==> config.mk <==
export PLATFORM = sky130hd
export DESIGN_NAME = mem_access_arbiter_flat
export DESIGN_NICKNAME = d
export VERILOG_FILES = /design/src/rtl/mem_access_arbiter_if.sv /design/src/rtl/mem_access_arbiter.sv /design/src/flat_wrapper.sv
export SDC_FILE = /design/constraint.sdc
export NUM_CORES = 1
export LEC_CHECK = 0
export BUFFER_PORTS_ARGS = -buffer_cell sky130_fd_sc_hd__buf_2
export CAP_MARGIN = 10
export CORE_UTILIZATION = 41
export CTS_CLUSTER_SIZE = 8
export DETAILED_ROUTE_END_ITERATION = 10
export GPL_TIMING_DRIVEN = 0
export PLACE_DENSITY = 0.75
export SKIP_LAST_GASP = 1
export SYNTH_ARGS = -nofsm -noshare
export SYNTH_HDL_FRONTEND = slang
export SYNTH_SLANG_ARGS = --single-unit
==> constraint.sdc <==
create_clock -name clk -period 5.6 [get_ports clk]
set_input_delay 1.12 -clock clk [delete_from_list [all_inputs] [get_ports clk]]
set_output_delay 1.12 -clock clk [all_outputs]
set_load 0.01 [all_outputs]
==> src/rtl/mem_access_arbiter_if.sv <==
// Bus bundle for mem_access_arbiter: core and host request ports, memory port, busy.
// slave = arbiter side, master = requesters/memory side.
interface mem_access_arbiter_if #(
   parameter int ADDR_W = 8,
   parameter int DATA_W = 32
);
   logic              req_c;
   logic              req_h;
   logic              we_c;
   logic              we_h;
   logic [ADDR_W-1:0] addr_c;
   logic [ADDR_W-1:0] addr_h;
   logic [DATA_W-1:0] wdata_c;
   logic [DATA_W-1:0] wdata_h;
   logic [31:0]       key_c;
   logic [31:0]       key_h;
   logic              ack_c;
   logic              ack_h;
   logic              err_c;
   logic              err_h;
   logic [DATA_W-1:0] rdata_c;
   logic [DATA_W-1:0] rdata_h;
   logic              mem_re;
   logic              mem_we;
   logic [ADDR_W-1:0] mem_addr;
   logic [DATA_W-1:0] mem_wdata;
   logic [DATA_W-1:0] mem_rdata;
   logic              busy;

   modport slave (
      input  req_c, req_h, we_c, we_h, addr_c, addr_h,
      input  wdata_c, wdata_h, key_c, key_h, mem_rdata,
      output ack_c, ack_h, err_c, err_h, rdata_c, rdata_h,
      output mem_re, mem_we, mem_addr, mem_wdata, busy
   );

   modport master (
      output req_c, req_h, we_c, we_h, addr_c, addr_h,
      output wdata_c, wdata_h, key_c, key_h, mem_rdata,
      input  ack_c, ack_h, err_c, err_h, rdata_c, rdata_h,
      input  mem_re, mem_we, mem_addr, mem_wdata, busy
   );
endinterface

==> src/rtl/mem_access_arbiter.sv <==
// Two-requester (core/host) memory arbiter with round-robin tie break and an
// optional key check on the protected region (macro MEM_SEC_CHECK_EN).
// Ports: clk, reset (async, active-high), bus (mem_access_arbiter_if.slave):
//   req/we/addr/wdata/key per requester in, ack/err/rdata per requester out,
//   mem_re/mem_we/mem_addr/mem_wdata out, mem_rdata in, busy out.
// All outputs are registered; ack is a one-cycle pulse in DONE.
module mem_access_arbiter #(
   parameter int                ADDR_W      = 8,
   parameter int                DATA_W      = 32,
   parameter logic [ADDR_W-1:0] SECURE_BASE = 8'hC0,
   parameter logic [31:0]       KEY         = 32'hA5A5_5A5A
) (
   input logic                 clk,
   input logic                 reset,
   mem_access_arbiter_if.slave bus
);

   localparam logic [1:0] IDLE   = 2'd0;
   localparam logic [1:0] CHECK  = 2'd1;
   localparam logic [1:0] ACCESS = 2'd2;
   localparam logic [1:0] DONE   = 2'd3;

   logic [1:0]        state;
   // 1 = host was granted last, 0 = core
   logic              last_grant;
   logic              sel_host;
   logic              lat_we;
   logic [ADDR_W-1:0] lat_addr;
   logic [DATA_W-1:0] lat_wdata;

   logic              ack_c_q;
   logic              ack_h_q;
   logic [DATA_W-1:0] rdata_c_q;
   logic [DATA_W-1:0] rdata_h_q;
   logic              mem_re_q;
   logic              mem_we_q;
   logic [ADDR_W-1:0] mem_addr_q;
   logic [DATA_W-1:0] mem_wdata_q;
   logic              busy_q;

   logic              any_req;
   logic              grant_host;
   logic              deny;

   // Host wins when it is alone, or on a tie when the core went last.
   always_comb begin
      any_req    = bus.req_c | bus.req_h;
      grant_host = bus.req_h & (~bus.req_c | ~last_grant);
   end

`ifdef MEM_SEC_CHECK_EN
   logic [31:0] lat_key;
   logic        err_c_q;
   logic        err_h_q;

   assign deny      = (lat_addr >= SECURE_BASE) && (lat_key != KEY);
   assign bus.err_c = err_c_q;
   assign bus.err_h = err_h_q;
`else
   logic unused_cfg;

   assign deny       = 1'b0;
   assign bus.err_c  = 1'b0;
   assign bus.err_h  = 1'b0;
   assign unused_cfg = ^{bus.key_c, bus.key_h, KEY, SECURE_BASE};
`endif

   always_ff @(posedge clk or posedge reset) begin
      if (reset) begin
         state       <= IDLE;
         last_grant  <= 1'b1;
         sel_host    <= 1'b0;
         lat_we      <= 1'b0;
         lat_addr    <= '0;
         lat_wdata   <= '0;
`ifdef MEM_SEC_CHECK_EN
         lat_key     <= '0;
         err_c_q     <= 1'b0;
         err_h_q     <= 1'b0;
`endif
         ack_c_q     <= 1'b0;
         ack_h_q     <= 1'b0;
         rdata_c_q   <= '0;
         rdata_h_q   <= '0;
         mem_re_q    <= 1'b0;
         mem_we_q    <= 1'b0;
         mem_addr_q  <= '0;
         mem_wdata_q <= '0;
         busy_q      <= 1'b0;
      end else begin
         // pulse outputs default low every cycle
         ack_c_q   <= 1'b0;
         ack_h_q   <= 1'b0;
         rdata_c_q <= '0;
         rdata_h_q <= '0;
         mem_re_q  <= 1'b0;
         mem_we_q  <= 1'b0;
`ifdef MEM_SEC_CHECK_EN
         err_c_q   <= 1'b0;
         err_h_q   <= 1'b0;
`endif
         unique case (state)
            IDLE: begin
               if (any_req) begin
                  state      <= CHECK;
                  busy_q     <= 1'b1;
                  sel_host   <= grant_host;
                  last_grant <= grant_host;
                  lat_we     <= grant_host ? bus.we_h : bus.we_c;
                  lat_addr   <= grant_host ? bus.addr_h : bus.addr_c;
                  lat_wdata  <= grant_host ? bus.wdata_h : bus.wdata_c;
`ifdef MEM_SEC_CHECK_EN
                  lat_key    <= grant_host ? bus.key_h : bus.key_c;
`endif
               end
            end
            CHECK: begin
               if (deny) begin
                  // denied: skip ACCESS, ack one cycle early with err
                  state   <= DONE;
                  ack_c_q <= ~sel_host;
                  ack_h_q <= sel_host;
`ifdef MEM_SEC_CHECK_EN
                  err_c_q <= ~sel_host;
                  err_h_q <= sel_host;
`endif
               end else begin
                  state       <= ACCESS;
                  mem_re_q    <= ~lat_we;
                  mem_we_q    <= lat_we;
                  mem_addr_q  <= lat_addr;
                  mem_wdata_q <= lat_wdata;
               end
            end
            ACCESS: begin
               // mem_rdata is taken on the edge that closes the strobe
               // cycle so the registered rdata lines up with ack.
               state   <= DONE;
               ack_c_q <= ~sel_host;
               ack_h_q <= sel_host;
               if (!lat_we) begin
                  if (sel_host) begin
                     rdata_h_q <= bus.mem_rdata;
                  end else begin
                     rdata_c_q <= bus.mem_rdata;
                  end
               end
            end
            DONE: begin
               state  <= IDLE;
               busy_q <= 1'b0;
            end
            default: begin
               state  <= IDLE;
               busy_q <= 1'b0;
            end
         endcase
      end
   end

   assign bus.ack_c     = ack_c_q;
   assign bus.ack_h     = ack_h_q;
   assign bus.rdata_c   = rdata_c_q;
   assign bus.rdata_h   = rdata_h_q;
   assign bus.mem_re    = mem_re_q;
   assign bus.mem_we    = mem_we_q;
   assign bus.mem_addr  = mem_addr_q;
   assign bus.mem_wdata = mem_wdata_q;
   assign bus.busy      = busy_q;

endmodule
==> src/flat_wrapper.sv <==
// flat-port wrapper written by rule: the top's interface ports become plain ports
module mem_access_arbiter_flat 
#(
   parameter int                ADDR_W      = 8,
   parameter int                DATA_W      = 32,
   parameter logic [ADDR_W-1:0] SECURE_BASE = 8'hC0,
   parameter logic [31:0]       KEY         = 32'hA5A5_5A5A
)
  (clk, reset, bus_req_c, bus_req_h, bus_we_c, bus_we_h, bus_addr_c, bus_addr_h, bus_wdata_c, bus_wdata_h, bus_key_c, bus_key_h, bus_mem_rdata, bus_ack_c, bus_ack_h, bus_err_c, bus_err_h, bus_rdata_c, bus_rdata_h, bus_mem_re, bus_mem_we, bus_mem_addr, bus_mem_wdata, bus_busy);
  mem_access_arbiter_if #(.ADDR_W(ADDR_W), .DATA_W(DATA_W)) bus_i ();
  input logic clk;
  input logic reset;
  input wire logic [$bits(bus_i.req_c)-1:0] bus_req_c;
  input wire logic [$bits(bus_i.req_h)-1:0] bus_req_h;
  input wire logic [$bits(bus_i.we_c)-1:0] bus_we_c;
  input wire logic [$bits(bus_i.we_h)-1:0] bus_we_h;
  input wire logic [$bits(bus_i.addr_c)-1:0] bus_addr_c;
  input wire logic [$bits(bus_i.addr_h)-1:0] bus_addr_h;
  input wire logic [$bits(bus_i.wdata_c)-1:0] bus_wdata_c;
  input wire logic [$bits(bus_i.wdata_h)-1:0] bus_wdata_h;
  input wire logic [$bits(bus_i.key_c)-1:0] bus_key_c;
  input wire logic [$bits(bus_i.key_h)-1:0] bus_key_h;
  input wire logic [$bits(bus_i.mem_rdata)-1:0] bus_mem_rdata;
  output wire logic [$bits(bus_i.ack_c)-1:0] bus_ack_c;
  output wire logic [$bits(bus_i.ack_h)-1:0] bus_ack_h;
  output wire logic [$bits(bus_i.err_c)-1:0] bus_err_c;
  output wire logic [$bits(bus_i.err_h)-1:0] bus_err_h;
  output wire logic [$bits(bus_i.rdata_c)-1:0] bus_rdata_c;
  output wire logic [$bits(bus_i.rdata_h)-1:0] bus_rdata_h;
  output wire logic [$bits(bus_i.mem_re)-1:0] bus_mem_re;
  output wire logic [$bits(bus_i.mem_we)-1:0] bus_mem_we;
  output wire logic [$bits(bus_i.mem_addr)-1:0] bus_mem_addr;
  output wire logic [$bits(bus_i.mem_wdata)-1:0] bus_mem_wdata;
  output wire logic [$bits(bus_i.busy)-1:0] bus_busy;
  assign bus_i.req_c = bus_req_c;
  assign bus_i.req_h = bus_req_h;
  assign bus_i.we_c = bus_we_c;
  assign bus_i.we_h = bus_we_h;
  assign bus_i.addr_c = bus_addr_c;
  assign bus_i.addr_h = bus_addr_h;
  assign bus_i.wdata_c = bus_wdata_c;
  assign bus_i.wdata_h = bus_wdata_h;
  assign bus_i.key_c = bus_key_c;
  assign bus_i.key_h = bus_key_h;
  assign bus_i.mem_rdata = bus_mem_rdata;
  assign bus_ack_c = bus_i.ack_c;
  assign bus_ack_h = bus_i.ack_h;
  assign bus_err_c = bus_i.err_c;
  assign bus_err_h = bus_i.err_h;
  assign bus_rdata_c = bus_i.rdata_c;
  assign bus_rdata_h = bus_i.rdata_h;
  assign bus_mem_re = bus_i.mem_re;
  assign bus_mem_we = bus_i.mem_we;
  assign bus_mem_addr = bus_i.mem_addr;
  assign bus_mem_wdata = bus_i.mem_wdata;
  assign bus_busy = bus_i.busy;
  mem_access_arbiter #(.ADDR_W(ADDR_W), .DATA_W(DATA_W), .SECURE_BASE(SECURE_BASE), .KEY(KEY)) u_core (.clk(clk), .reset(reset), .bus(bus_i));
endmodule
==> results_dict.tcl <==
set metrics [dict create \
    synth_flop_cell "dfrtp_1" \
    hold_buffers 0 \
    grt_use_met3 0.05384 \
    leakagePower_nw 4.093 \
    crit_path_max_incr_delay_ps 400 \
    vias_per_cell 4.798 \
    critPathLaunch "u_core.bus.mem_wdata[8]$_DFFE_PP0N_" \
    setup_viol 0 \
    grt.total_usage 0.1982 \
    drt.antenna.violating_nets 0 \
    start_util 0.4232 \
    final_util 0.5684 \
    crit_chain "buf_2" \
    synth_edf_count 0 \
    finalHoldViolCount 0 \
    r2r_cells 5 \
    instances_no_fill 959 \
    grt_pass1_vias 4603 \
    r2r_setup_slack_ps 3820 \
    cap_violations 0 \
    hold_ws_ps 502.8 \
    power_density_nw_per_um2 552.2 \
    final_common_cell "buf_2" \
    grt_pass1_wl_um 22540 \
    fmax_mhz 481.8 \
    hpwl_um 9925 \
    gr-total-overflow 0 \
    synth_area_per_cell_um2 11.36 \
    arrival_ps 960 \
    areaGrowthSynthToFinish_pct 34.33 \
    multi_input_area_um2 1841 \
    ys_ff_latch 154 \
    cp_max_fo 2 \
    drc 0 \
    dr.pass1.iters 4 \
    numPortBuffers 224 \
    hp-start "u_core.bus.mem_wdata[24]$_DFFE_PP0N_" \
    clockBufferDepth 2 \
    wl_per_cell_um 14.84 \
    cp_top_family "flip-flops" \
    cts_inserted_buffers 17 \
    postCtsResizedCells 0 \
    grt_max_degree 87 \
    clkSlewWorstSetupHoldPaths_ps 60 \
    cp_slowest_cell "dfrtp_1" \
    skew_ps 12.22 \
    die_h_um 122.2 \
    worstMarginPinSlew_ps 628.1 \
    antenna_cells 0 \
    ys_async_sr_fraction 1.000 \
    outcome "complete, no violations" \
    post-cts-setup-buffers 0 \
    layout_common_cells "243 x buf_2, 153 x dfrtp_1, 107 x nor2_1, 77 x a21oi_1, 43 x nand2_1" \
    power.switching_mw 1.437 \
    nNetsFinal 953 \
    numClockSinks 154 \
    fill_cells 1239 \
    use_met1 0.2555 \
    fin_area_um2 7951 \
    period_share 0.3706 \
    synth_area_um2 5919 \
    htreeDepth 4 \
    synth_seq_area_share 0.6512 \
    seq_area_um2 3855 \
    intPower_mw 2.954 \
    p_clk_frac 0.284 \
    core_area_um2 13990 \
    worstSkewPairLatency_ps 420 \
    top_usage_layer "met2" \
    first_iter_violations 141 \
    antenna_found_initial 0 \
    reg2reg_from "u_core.state[1]$_DFFE_PP0P_" \
    cp.required_ps 4480 \
    placed_area_um2 7302 \
    via_count 4601 \
    crit_cells 1 \
    maxSlewHeadroom 0.5813 \
    cp-end-kind "output pin" \
    synth.distinct_cells 27 \
    netlist_instances 521 \
    cts_tree "done" \
    rsz0062_at_grt "false" \
    critPathBufInv 1 \
    dieWidth_um 122.2 \
    drive_above_1_share 0.4300 \
    use_met2 0.3139 \
    root_buffer "clkbuf_16" \
    place_congestion 0.7725 \
    finalWirelength_um 14240 \
    ios 293 \
    yosysWarnings 0 \
    slew_viol_final 0 \
    combPwrFrac 0.330 \
    rows 43 \
    start_kind "flip-flop" \
    r2r-end "u_core.bus.mem_addr[5]$_DFFE_PP0N_" \
    placed_cells 927 \
    switching_share 0.3273 \
    die_area_um2 14920 \
    ir_worst_vdd_mv 0.2678 \
    hold_class "flip-flop to flip-flop" \
    fin_crit_ps 2076 \
    pwr-share-seq 0.386 \
    crit_path_end "bus_mem_wdata[8]" \
    crit_type "flip-flop to output pin" \
]
cell usage after synthesis (2+ instances only):
cell	instances	area, um^2
dfrtp_1	153	3829
nand2_1	43	161.4
clkbuf_1	8	30.03
a21oi_2	6	52.55
buf_4	4	30.03
buf_6	4	45.04
mux2_2	41	461.7
ha_1	5	62.56
a21oi_1	77	385.4
nor2_1	107	401.6
o21ai_0	2	10.01
buf_2	19	95.09
nand2b_1	33	206.5
inv_1	6	22.52
flip-flops by register name (all words and copies together) (netlist names):
name,cells
u_core.bus.mem_wdata,32
u_core.sel_host,1
u_core.bus.ack_h,1
u_core.last_grant,1
u_core.bus.rdata_h,32
u_core.lat_we,1
u_core.lat_addr,8
u_core.bus.mem_addr,8
u_core.bus.ack_c,1
u_core.bus.mem_we,1
u_core.bus.rdata_c,32
u_core.lat_wdata,32
u_core.state,2
u_core.bus.busy,1
u_core.bus.mem_re,1
cell families (layout without fill, tap and decap cells):
kind of cell	Yosys count	count (layout)	share of synthesized area
AND/OR/NAND/NOR	185	185	0.1321
adder cells (fa/ha/maj)	5	5	0.01057
multiplexers	42	42	0.07969
AO/OA/AOI/OAI	92	92	0.08730
other	1	2	0.0006335
flip-flops	154	154	0.6512
buffers and inverters	42	299	0.03847
metal layers:
layer | share of wire | wire [um]
met5 | 0 | 0
met4 | 0.024 | 340
met3 | 0.063 | 902
met2 | 0.48 | 6769
met1 | 0.44 | 6223
worst min-delay path by stage:
| stage | slack (ps) | cells after the start | end |
|---|---|---|---|
| 2_1_floorplan | 480 | 1 | u_core.bus.mem_wdata[10]$_DFFE_PP0N_ |
| 3_3_place_gp | 480 | 1 | u_core.bus.mem_addr[5]$_DFFE_PP0N_ |
| 3_5_place_dp | 490 | 1 | u_core.bus.mem_addr[1]$_DFFE_PP0N_ |
| 4_1_cts | 510 | 1 | u_core.bus.mem_wdata[11]$_DFFE_PP0N_ |
| 5_1_grt | 520 | 1 | u_core.bus.mem_wdata[16]$_DFFE_PP0N_ |
| 6_report | 500 | 1 | u_core.bus.mem_wdata[24]$_DFFE_PP0N_ |
per-stage QoR:
| stage | power (mW) | worst slack [ps] | TNS (ps) |
|---|---|---|---|
| detailed placement | 3.172 | 3378 | 0 |
| floorplan | 2.642 | 331.9 | 0 |
| global route | 4.683 | 3477 | 0 |
| finish | 4.391 | 3524 | 0 |
| global placement | 3.123 | -1237 | -187560 |
| CTS | 4.441 | 3500 | 0 |
cell type report:
class,count,share of cell area
flip-flops and latches,154,0.4848
well taps,180,0.02832
clock inverters,14,0.02769
plain buffers,36,0.02581
inverters,6,0.003462
repair buffers,225,0.1445
multi-input cells,326,0.2315
clock buffers,18,0.05397
power groups by stage:
stage / combinational [mW] / sequential [mW] / clock (mW)
floorplan: 0.858 / 1.78 / 0
global placement: 1.43 / 1.70 / 0
detailed placement: 1.46 / 1.71 / 0
CTS: 1.47 / 1.70 / 1.27
global route: 1.61 / 1.75 / 1.32
finish: 1.45 / 1.70 / 1.25
No activity file was read; power rests on OpenSTA's default activity.
